<file path="config.mk">
export PLATFORM = sky130hd
export DESIGN_NAME = mem_port_arbiter
export DESIGN_NICKNAME = d
export VERILOG_FILES = /design/src/rtl/mem_arb_pkg.sv /design/src/rtl/mem_port_arbiter_rr_arb2.sv /design/src/rtl/mem_port_arbiter.sv
export SDC_FILE = /design/constraint.sdc
export NUM_CORES = 1
export LEC_CHECK = 0
export ABC_CLOCK_PERIOD_IN_PS = 6000
export BUFFER_PORTS_ARGS = -buffer_cell sky130_fd_sc_hd__buf_2
export CORE_UTILIZATION = 35
export DETAILED_ROUTE_END_ITERATION = 12
export PLACE_DENSITY = 0.69
export SLEW_MARGIN = 20
export SYNTH_ARGS = -nofsm -noshare
export SYNTH_HDL_FRONTEND = slang
export SYNTH_SLANG_ARGS = --single-unit
</file>
<file path="constraint.sdc">
create_clock -name clk -period 6 [get_ports clk]
set_clock_uncertainty 0.05 [all_clocks]
set_input_delay 0.6 -clock clk [delete_from_list [all_inputs] [get_ports clk]]
set_output_delay 0.6 -clock clk [all_outputs]
set_load 0.01 [all_outputs]
</file>
<file path="src/rtl/mem_arb_pkg.sv">
// Shared types and defaults for the fetch/data memory port arbiter.
package mem_arb_pkg;

  typedef enum logic [1:0] {
    IDLE  = 2'd0,
    ISSUE = 2'd1,
    WAIT  = 2'd2,
    RESP  = 2'd3
  } state_e;

  localparam logic GNT_IF = 1'b0;
  localparam logic GNT_D  = 1'b1;

  localparam int unsigned DEF_AW      = 32;
  localparam int unsigned DEF_DW      = 32;
  localparam int unsigned DEF_MEM_LAT = 1;

endpackage

</file>
<file path="src/rtl/mem_port_arbiter_rr_arb2.sv">
// Two-input round-robin picker; on a tie the requester that was not served last wins.
module rr_arb2
  import mem_arb_pkg::*;
(
  input  logic [1:0] req,
  input  logic       last,
  output logic       gnt,
  output logic       valid
);

  always_comb begin
    valid = |req;
    gnt   = GNT_IF;
    if (req[GNT_D] && req[GNT_IF]) begin
      gnt = ~last;
    end else if (req[GNT_D]) begin
      gnt = GNT_D;
    end
  end

endmodule

</file>
<file path="src/rtl/mem_port_arbiter.sv">
// Shares one single-port synchronous memory between the instruction-fetch and data ports,
// one transaction at a time, with round-robin arbitration on simultaneous requests.
module mem_port_arbiter
  import mem_arb_pkg::*;
#(
  parameter int unsigned AW      = DEF_AW,
  parameter int unsigned DW      = DEF_DW,
  parameter int unsigned MEM_LAT = DEF_MEM_LAT
) (
  input  logic            clk,
  input  logic            rst,
  input  logic            if_req,
  input  logic [AW-1:0]   if_addr,
  output logic            if_ack,
  output logic [DW-1:0]   if_rdata,
  input  logic            d_req,
  input  logic            d_we,
  input  logic [AW-1:0]   d_addr,
  input  logic [DW-1:0]   d_wdata,
  input  logic [DW/8-1:0] d_sel,
  output logic            d_ack,
  output logic [DW-1:0]   d_rdata,
  output logic            mem_ce,
  output logic            mem_we,
  output logic [AW-1:0]   mem_addr,
  output logic [DW-1:0]   mem_wdata,
  output logic [DW/8-1:0] mem_sel,
  input  logic [DW-1:0]   mem_rdata,
  output logic            busy
);

  localparam logic [3:0] CNT_INIT = 4'(MEM_LAT - 1);

  state_e            state_q, state_d;
  logic              last_q, last_d;
  logic              gnt_q, gnt_d;
  logic [3:0]        cnt_q, cnt_d;
  logic              mem_ce_q, mem_ce_d;
  logic              mem_we_q, mem_we_d;
  logic [AW-1:0]     mem_addr_q, mem_addr_d;
  logic [DW-1:0]     mem_wdata_q, mem_wdata_d;
  logic [DW/8-1:0]   mem_sel_q, mem_sel_d;
  logic              if_ack_q, if_ack_d;
  logic              d_ack_q, d_ack_d;
  logic [DW-1:0]     if_rdata_q, if_rdata_d;
  logic [DW-1:0]     d_rdata_q, d_rdata_d;
  logic              busy_q, busy_d;

  logic              arb_gnt;
  logic              arb_valid;

  rr_arb2 u_rr_arb2 (
    .req   ({d_req, if_req}),
    .last  (last_q),
    .gnt   (arb_gnt),
    .valid (arb_valid)
  );

  always_comb begin
    state_d     = state_q;
    last_d      = last_q;
    gnt_d       = gnt_q;
    cnt_d       = cnt_q;
    mem_ce_d    = 1'b0;
    mem_we_d    = 1'b0;
    mem_addr_d  = mem_addr_q;
    mem_wdata_d = mem_wdata_q;
    mem_sel_d   = mem_sel_q;
    if_ack_d    = 1'b0;
    d_ack_d     = 1'b0;
    if_rdata_d  = if_rdata_q;
    d_rdata_d   = d_rdata_q;
    busy_d      = busy_q;

    unique case (state_q)
      IDLE: begin
        if (arb_valid) begin
          gnt_d    = arb_gnt;
          last_d   = arb_gnt;
          mem_ce_d = 1'b1;
          busy_d   = 1'b1;
          state_d  = ISSUE;
          if (arb_gnt == GNT_D) begin
            mem_we_d    = d_we;
            mem_addr_d  = d_addr;
            mem_wdata_d = d_wdata;
            mem_sel_d   = d_sel;
          end else begin
            mem_addr_d  = if_addr;
            mem_wdata_d = '0;
            mem_sel_d   = '1;
          end
        end
      end
      ISSUE: begin
        // mem_we_q is only ever high in ISSUE, so it doubles as the write flag
        if (mem_we_q) begin
          if_ack_d = (gnt_q == GNT_IF);
          d_ack_d  = (gnt_q == GNT_D);
          state_d  = RESP;
        end else begin
          cnt_d   = CNT_INIT;
          state_d = WAIT;
        end
      end
      WAIT: begin
        if (cnt_q != 4'd0) begin
          cnt_d = cnt_q - 4'd1;
        end else begin
          if (gnt_q == GNT_D) begin
            d_rdata_d = mem_rdata;
          end else begin
            if_rdata_d = mem_rdata;
          end
          if_ack_d = (gnt_q == GNT_IF);
          d_ack_d  = (gnt_q == GNT_D);
          state_d  = RESP;
        end
      end
      RESP: begin
        busy_d  = 1'b0;
        state_d = IDLE;
      end
      default: state_d = IDLE;
    endcase
  end

  always_ff @(posedge clk or posedge rst) begin
    if (rst) begin
      state_q     <= IDLE;
      last_q      <= GNT_IF;
      gnt_q       <= GNT_IF;
      cnt_q       <= '0;
      mem_ce_q    <= 1'b0;
      mem_we_q    <= 1'b0;
      mem_addr_q  <= '0;
      mem_wdata_q <= '0;
      mem_sel_q   <= '0;
      if_ack_q    <= 1'b0;
      d_ack_q     <= 1'b0;
      if_rdata_q  <= '0;
      d_rdata_q   <= '0;
      busy_q      <= 1'b0;
    end else begin
      state_q     <= state_d;
      last_q      <= last_d;
      gnt_q       <= gnt_d;
      cnt_q       <= cnt_d;
      mem_ce_q    <= mem_ce_d;
      mem_we_q    <= mem_we_d;
      mem_addr_q  <= mem_addr_d;
      mem_wdata_q <= mem_wdata_d;
      mem_sel_q   <= mem_sel_d;
      if_ack_q    <= if_ack_d;
      d_ack_q     <= d_ack_d;
      if_rdata_q  <= if_rdata_d;
      d_rdata_q   <= d_rdata_d;
      busy_q      <= busy_d;
    end
  end

  assign if_ack    = if_ack_q;
  assign d_ack     = d_ack_q;
  assign if_rdata  = if_rdata_q;
  assign d_rdata   = d_rdata_q;
  assign mem_ce    = mem_ce_q;
  assign mem_we    = mem_we_q;
  assign mem_addr  = mem_addr_q;
  assign mem_wdata = mem_wdata_q;
  assign mem_sel   = mem_sel_q;
  assign busy      = busy_q;

endmodule

</file>
* After elaboration in Yosys (flattened, before gate mapping)
Index checks and enable logic that the tools add are counted.
** Operators by class
- Multiplexer cells :: 25
- Bitwise operators :: 2
- Reductions and logical operators :: 12
- Div/mod/pow operators :: 0
- Shift operators :: 0
- Order comparisons :: 0
- Multipliers :: 0
- Equal/unequal tests :: 7
- Add/sub/neg operators :: 1
** Operator list (count)
- $mux 32 :: 2
- $mux 1 :: 13
- $mux 4 :: 3
- $reduce_and 3->1 :: 3
- $ne 2x2->1 const B :: 4
- $pmux 2 s4 :: 1
- $pmux 4 s2 :: 1
- $pmux 1 s2 :: 3
- $reduce_and 2->1 :: 3
- $eq 2x2->1 const B :: 2
- $mux 2 :: 2
- $reduce_bool 2->1 :: 2
- $reduce_bool 4->1 :: 1
- $sub 4x1->4 const B :: 1
- $eq 2x1->1 const B :: 1
- $logic_not 2->1 :: 1
- $not 1->1 :: 2
- $reduce_or 2->1 :: 1
- $logic_and 1x1->1 :: 1
** Storage, ports and cells
- Logic and storage cells :: 60
- Register bits :: 144
- Memories :: 0
- Output and inout port bits :: 137
- ROM bits :: 0
- Memory bits (writable) :: 0
- Input bits :: 137
- Latch bits :: 0

* Longest topological paths before layout
Gate-level depths: netlist of the first run.
- Word-level depth :: 5
- Mapped depth :: 8
- Mapped depth without buffers :: 5

* Hierarchy
Synthesis of the first run repeated with hierarchy kept, for this count alone.
** Unflattened totals
- Cells, all modules :: 494
- Area, all modules :: 6000.8 um2
** Modules (own cells, without submodules)
- mem_port_arbiter :: seq. area each 3603.5 um2, cells an instance 492, instances 1, area each 5987.0 um2
- rr_arb2 :: seq. area each 0.0 um2, cells an instance 2, instances 1, area each 13.8 um2

* Worst setup path before layout of the first run
OpenSTA, ideal clock, no wires.
- Path type :: flip-flop to flip-flop
- Start point :: reg state_q[0]
- End point :: reg if_rdata_q[0] (netlist: if_rdata[0])
- Data required time :: 5825 ps
- Buffers on the path :: 3
- Cell stages (with the launch flop) :: 9
- Period minus slack after synthesis :: 1909 ps
- Arrival time :: 1734 ps
- Slack :: 4091 ps
- Library setup time :: 125 ps
- Path through :: dfrtp_1 > inv_1 > ha_1 > buf_6 > and4bb_4 > and2_4 > buf_6 > buf_8 > mux2_4
** On the way
- Longest elaborated chain between the ends :: 2
** Ends and longest elaborated chain
- start: declaration :: line mem_port_arbiter.sv:34 : state_e state_q, state_d;
- start signal: assignment :: line mem_port_arbiter.sv:145 : state_q <= state_d;
- $eq 2x2->1 :: line mem_port_arbiter.sv:75 : unique case (state_q)
- $reduce_and 3->1 (no line)
- end signal: assignment :: line mem_port_arbiter.sv:156 : if_rdata_q <= if_rdata_d;
- end: declaration :: line mem_port_arbiter.sv:45 : logic [DW-1:0] if_rdata_q, if_rdata_d;
No other way between the ends.
A chain may end at the register's enable or synchronous reset.

* Worst setup path in the final report of the first run
- Start point :: reg state_q[0]
- End point :: reg d_rdata_q[10] (netlist: d_rdata[10])
** On the way
- Longest elaborated chain between the ends :: 2
** Ends and longest elaborated chain
- $eq 2x2->1 :: line mem_port_arbiter.sv:75
- $reduce_and 3->1 (no line)
- end signal: assignment :: line mem_port_arbiter.sv:157 : d_rdata_q <= d_rdata_d;
- end: declaration :: line mem_port_arbiter.sv:46 : logic [DW-1:0] d_rdata_q, d_rdata_d;
No other way between the ends.

==> results.py, run 1 <==
metrics = {
    "critical_path": {
        "path_depth": 5,
        "endpoint_kind": "flip-flop",
        "worst-setup-path-type": "flip-flop to flip-flop",
        "cp-start-kind": "flip-flop",
        "reg2reg_slack_ns": 3.61,
        "crit_slowest_cell": "mux2_1",
        "crit_end": "d_rdata[10]",
        "critPathMaxFanout": 32,
        "worstRegToRegCells": 5,
        "worst_r2r_endpoint": "d_rdata[10]",
        "crit_chain": "inv_1 -> ha_1 -> and4bb_4 -> nand2_2 -> mux2_1",
        "crit_family": "simple AND/OR/NAND/NOR gates",
        "critical_path.startpoint": "state_q[0]",
        "cp.arrival_ns": 2.64,
        "max_stage_delay_ns": 0.51,
        "crit_required_ns": 6.25,
        "reg2reg_from": "state_q[0]",
        "crit_buf_inv": 1,
    },
    "clock_tree": {
        "cts_buffer_depth": 2,
        "cts.sinks": 144,
        "cts_setup_buffers": 0,
        "tritoncts": "yes",
        "clk_pin_slew_ns": 0.06,
        "numCtsBuffers": 17,
        "ctsHoldBuffers": 0,
        "clock_latency_ns": 0.42,
        "htree_levels": 4,
        "cts_resized": 0,
        "clock-root-buffer": "clkbuf_16",
    },
    "floorplanning": {
        "core-area_mm2": 0.0165,
        "die_area_mm2": 0.0174,
        "start_util_pct": 35.7,
        "row_count": 47,
        "die_x_um": 132,
        "ioPinCount": 274,
        "dieHeight_um": 132,
    },
    "detailed_routing": {
        "first_iter_violations": 150,
        "vias": 4289,
        "drt_wl_total_um": 14500,
        "wire_per_inst_um": 15.7,
        "post_drt_via_cell_ratio": 4.66,
        "route.detailed.drc": 0,
        "firstDrtPassIters": 4,
        "antenna_left": 0,
    },
    "synth": {
        "ys_seq_area_share_pct": 61.1,
        "synthCells": 420,
        "syn_nets": 564,
        "synth_top_area_cell": "dfrtp_1",
        "synthTopCellsByArea": "dfrtp_1 (61%), mux2_4 (7.6%), mux2_2 (5.9%)",
        "synth_top_area_share_pct": 61.1,
        "syn_area_mm2": 0.00590,
        "synth-seq-cells": 144,
        "yosys.cell_types.count": 37,
        "synth.avg_cell_area_um2": 14.0,
        "synth_warnings": 0,
    },
    "cells_and_area": {
        "fill_cells": 1508,
        "n_antenna_cell": 0,
        "drive_gt1_share_pct": 53.6,
        "final_cells": 921,
        "finalNetCount": 833,
        "layout_commonest_cell": "buf_2",
        "most-common-layout-cells": "buf_2 (273), dfrtp_1 (144), nand2_1 (35)",
        "area_delta_synth_final_pct": 36.7,
    },
    "power_and_ir_drop": {
        "power.leakage_nw": 4.17,
        "p_int_mw": 2.97,
        "p_comb_share_pct": 36.7,
        "power_density_mw_per_mm2": 553,
        "clockPowerShare_pct": 25.9,
        "vdd_drop_max_mv": 0.224,
        "pwr-share-seq_pct": 37.4,
        "switching_share_pct": 33.3,
        "p_sw_mw": 1.49,
    },
    "sta": {
        "slew_violations": 0,
        "tightest_slew_ns": 0.824,
        "min_period_ns": 2.39,
        "timing.slew.headroom_pct": 44.9,
        "fmax_mhz": 418,
        "hold_violations": 0,
        "period_share_pct": 39.9,
        "finalSetupViolations": 0,
        "tns_ns": 0,
        "grt_setup_unrepaired": "false",
    },
    "place": {
        "dpl.cell_count": 890,
        "port_buffers": 273,
        "dp_hpwl_um": 10100,
        "place_congestion": 0.738,
    },
    "grt": {
        "antenna_found_initial": 0,
        "overflow": 0,
        "grt_use_total_pct": 17.4,
        "grt_max_degree": 84,
        "grt_pass1_vias": 4477,
        "grt_pass1_wl_um": 23400,
    },
    "job": {
        "cap_violations": 0,
    },
    "outcome": {
        "status": "finished, final reports clean",
    },
    "worst_hold_path": {
        "hp-class": "primary input to asynchronous set/reset pin",
    },
}
power by group through the flow:
stage	registers, mW	clock network [mW]	logic, mW
after global placement	1.65	0	1.62
after CTS	1.66	1.18	1.66
after floorplan	1.85	0	0.818
after detailed placement	1.66	0	1.65
after global routing	1.72	1.23	1.79
final	1.66	1.15	1.64
layer usage:
layer  routed length (um)  track usage, %  up-vias
li1                     -               -     2034
met1                 6340            22.1     2023
met2                 6820            27.7      212
met3                 1050            5.31       20
met4                  290            7.49        0
met5                    0               0        -
synth_stat cells:
| cell type | count |
|---|---|
| a211o_1 | 1 |
| a21boi_1 | 1 |
| a21oi_1 | 2 |
| a22o_1 | 32 |
| a22oi_1 | 1 |
| a41oi_1 | 1 |
| and2_1 | 2 |
| and2_4 | 1 |
| and3_1 | 1 |
| and4bb_4 | 1 |
| buf_2 | 11 |
| buf_4 | 3 |
| buf_6 | 2 |
| buf_8 | 3 |
| clkbuf_1 | 8 |
| dfrtp_1 | 144 |
| ha_1 | 7 |
| inv_1 | 8 |
| mux2_1 | 4 |
| mux2_2 | 31 |
| mux2_4 | 30 |
| mux2i_1 | 33 |
| nand2_1 | 35 |
| nand2_2 | 1 |
| nand3_1 | 1 |
| nand4b_1 | 1 |
| nor2_1 | 4 |
| nor2b_1 | 1 |
| nor3_1 | 4 |
| nor3b_1 | 1 |
| o21ai_0 | 34 |
| o21ai_1 | 1 |
| o22a_1 | 5 |
| o22ai_1 | 1 |
| o31a_1 | 1 |
| o31ai_1 | 2 |
| or3b_2 | 1 |
sequential cells by signal, indices dropped and copies added, names as in the netlist:
signal	cells
mem_addr	32
cnt_q	4
mem_ce	1
if_rdata	32
d_ack	1
gnt_q	1
mem_wdata	32
mem_sel	4
state_q	2
d_rdata	32
busy	1
if_ack	1
mem_we	1
cells by family after synthesis:
family,count (synthesis),share of synthesized area [%]
compound gates,82,9.70
fa+ha+maj,7,1.49
buf+inv,35,3.48
flops,144,61.1
mux,98,19.9
simple gates,54,4.29
worst min path at each step:
stage | start | cells past startpoint | end | slack [ns]
floorplan | gnt_q | 1 | if_ack | 0.41
detailed placement | mem_addr[2] | 2 | mem_addr[2] | 0.42
global route | rst | 2 | mem_we | 0.31
CTS | rst | 2 | d_rdata[25] | 0.30
finish | rst | 2 | mem_we | 0.23
global placement | mem_addr[1] | 2 | mem_addr[1] | 0.41
area by class of cell:
class / count / area (um^2) / share of cell area, %
tap: 220 / 275 / 3.41
timing repair buffer: 277 / 1400 / 17.3
clock buffer: 18 / 429 / 5.32
clock inverter: 13 / 211 / 2.62
sequential: 144 / 3600 / 44.7
multi-input combinational: 241 / 2110 / 26.2
inverter: 8 / 35.0 / 0.435
per-stage QoR:
stage	area (um^2)	util (%)	hold WS (ns)	setup slack [ns]	total power, mW
2_1_floorplan	5900	-	0.414	1.48	2.67
3_3_place_gp	7420	44.9	0.407	3.30	3.27
3_5_place_dp	7420	44.9	0.415	3.25	3.32
4_1_cts	8060	48.8	0.296	3.53	4.50
5_1_grt	8060	48.8	0.308	3.42	4.73
6_report	8060	48.8	0.232	3.61	4.46
worst register-to-register path: cells and delay by family (launching register included):
family	cells	cell delay, ns
AND/OR/NAND/NOR	2	0.81
multiplexers	1	0.53
flip-flops	1	0.40
adder cells (fa/ha/maj)	1	0.35
buffers and inverters	1	0.15
(Power assumes the default switching activity.)
==> run 2: changes to the inputs <==
ABC_CLOCK_PERIOD_IN_PS = 2350   (was 6000)
clock period = 2.35 ns   (was 6 ns; I/O delays follow)
==> results.py, run 2 (same netlist as run 1, synthesis figures left out) <==
metrics = {
    "detailed_routing": {
        "wire_per_inst_um": 15.6,
        "first_iter_violations": 126,
        "route.detailed.drc": 0,
        "post_drt_via_cell_ratio": 4.63,
        "antenna_left": 0,
        "firstDrtPassIters": 4,
        "vias": 4464,
        "drt_wl_total_um": 15100,
    },
    "sta": {
        "tightest_slew_ns": 0.887,
        "period_share_pct": 84.1,
        "hold_violations": 0,
        "slew_violations": 0,
        "fmax_mhz": 506,
        "tns_ns": 0,
        "finalSetupViolations": 0,
        "min_period_ns": 1.98,
        "timing.slew.headroom_pct": 40.6,
        "grt_setup_unrepaired": "false",
    },
    "floorplanning": {
        "ioPinCount": 274,
        "core-area_mm2": 0.0165,
        "die_x_um": 132,
        "start_util_pct": 35.7,
        "dieHeight_um": 132,
        "row_count": 47,
        "die_area_mm2": 0.0174,
    },
    "critical_path": {
        "endpoint_kind": "flip-flop",
        "reg2reg_slack_ns": 0.37,
        "worst-setup-path-type": "flip-flop to flip-flop",
        "worstRegToRegCells": 6,
        "reg2reg_from": "state_q[0]",
        "cp-start-kind": "flip-flop",
        "worst_r2r_endpoint": "if_rdata[31]",
        "crit_required_ns": 2.59,
        "critPathMaxFanout": 7,
        "cp.arrival_ns": 2.22,
    },
    "worst_hold_path": {
        "worstHoldStart": "mem_rdata[6]",
        "hp-class": "primary input to flip-flop",
        "hold_depth": 2,
        "min_to": "if_rdata[6]",
    },
    "clock_tree": {
        "cts.sinks": 144,
        "clock_latency_ns": 0.40,
        "clock-root-buffer": "clkbuf_16",
        "cts_buffer_depth": 2,
        "clk_pin_slew_ns": 0.06,
        "htree_levels": 4,
        "numCtsBuffers": 17,
        "cts_setup_buffers": 0,
        "tritoncts": "yes",
    },
    "grt": {
        "grt_pass1_wl_um": 23800,
        "antenna_found_initial": 1,
        "overflow": 0,
        "grt_use_total_pct": 17.6,
        "grt_pass1_vias": 4485,
        "grt_max_degree": 72,
    },
    "cells_and_area": {
        "area_delta_synth_final_pct": 44.6,
        "seq_area_mm2": 0.00360,
        "n_antenna_cell": 0,
        "final_cells": 965,
        "drive_gt1_share_pct": 51.3,
        "finalNetCount": 877,
        "multi_input_area_mm2": 0.00211,
        "most-common-layout-cells": "buf_2 (273), dfrtp_1 (144), dlygate4sd3_1 (36)",
        "layout_commonest_cell": "buf_2",
        "fill_cells": 1401,
        "final_util_pct": 51.6,
        "final_cell_area_mm2": 0.00853,
    },
    "place": {
        "port_buffers": 273,
        "dp_hpwl_um": 10600,
        "place_congestion": 0.798,
        "place_area_mm2": 0.00754,
        "dpl.cell_count": 898,
    },
    "outcome": {
        "status": "finished, final reports clean",
    },
    "power_and_ir_drop": {
        "p_total_mw": 11.4,
        "vdd_drop_max_mv": 0.547,
        "power.leakage_nw": 4.36,
        "power_density_mw_per_mm2": 1340,
    },
    "job": {
        "cap_violations": 0,
    },
}
==> run 2: cell count changes in the layout (fill, tap and decap cells not counted), moves of 2 or more <==
cell and delta:
clkinv_2 -2, buf_12 +5, buf_4 +3, dlygate4sd3_1 +36, clkinvlp_4 +2
==> run 2: how the worst max path moves through the flow <==
stage | from | endpoint | slack (ns) | cells after the start
final | state_q[0] | if_rdata[31] | 0.37 | 6
after global placement | state_q[0] | if_rdata[31] | 0.43 | 6
after CTS | state_q[0] | if_rdata[31] | 0.37 | 6
after detailed placement | state_q[0] | if_rdata[31] | 0.38 | 6
after global routing | cnt_q[0] | d_rdata[4] | 0.29 | 6
after floorplan | rst | busy | 0.26 | 1
==> run 2: cell type report <==
cell class                      instances  share of cell area [%]
Multi-Input combinational cell        241                    24.7
Clock inverter                         11                    2.10
Clock buffer                           20                    5.24
Sequential cell                       144                    42.3
Timing Repair Buffer                  321                    22.0
Inverter                                8                   0.396
Tap cell                              220                    3.23
==> run 2: critical path, stage by stage, from the launching register on <==
cell      delay, ns
dfrtp_1        0.40
inv_1          0.15
ha_1           0.19
and4bb_4       0.27
and2_4         0.24
buf_4          0.21
mux2_2         0.35
==> run 2: metal layers <==
| layer | vias up | share of wire (%) | wire [um] | GRT usage (%) |
|---|---|---|---|---|
| li1 | 2124 | - | - | - |
| met1 | 2121 | 45 | 6790 | 22.8 |
| met2 | 199 | 47 | 7070 | 28.1 |
| met3 | 18 | 6.5 | 983 | 5.19 |
| met4 | 2 | 1.5 | 227 | 6.07 |
| met5 | - | 0.086 | 13 | 0 |
==> run 2: repair_timing <==
action	in CTS	in global routing
endpoints found under the hold margin	50	0
setup endpoints to repair	0	0
hold buffers	36	0
resized for setup	0	0
==> run 2: where the power goes <==
part | internal [mW] | total [mW] | switching, mW
logic | 2.19 | 4.31 | 2.12
clock network | 1.81 | 2.85 | 1.04
registers | 3.62 | 4.26 | 0.635
total | 7.62 | 11.4 | 3.79
==> run 2: stage by stage <==
step                      hold WS, ns  setup WS (ns)
after floorplan                 0.311          0.260
after global placement          0.217          0.427
after detailed placement        0.223          0.380
after CTS                  0.00000425          0.368
after global routing         0.000331          0.287
final                          0.0199          0.374
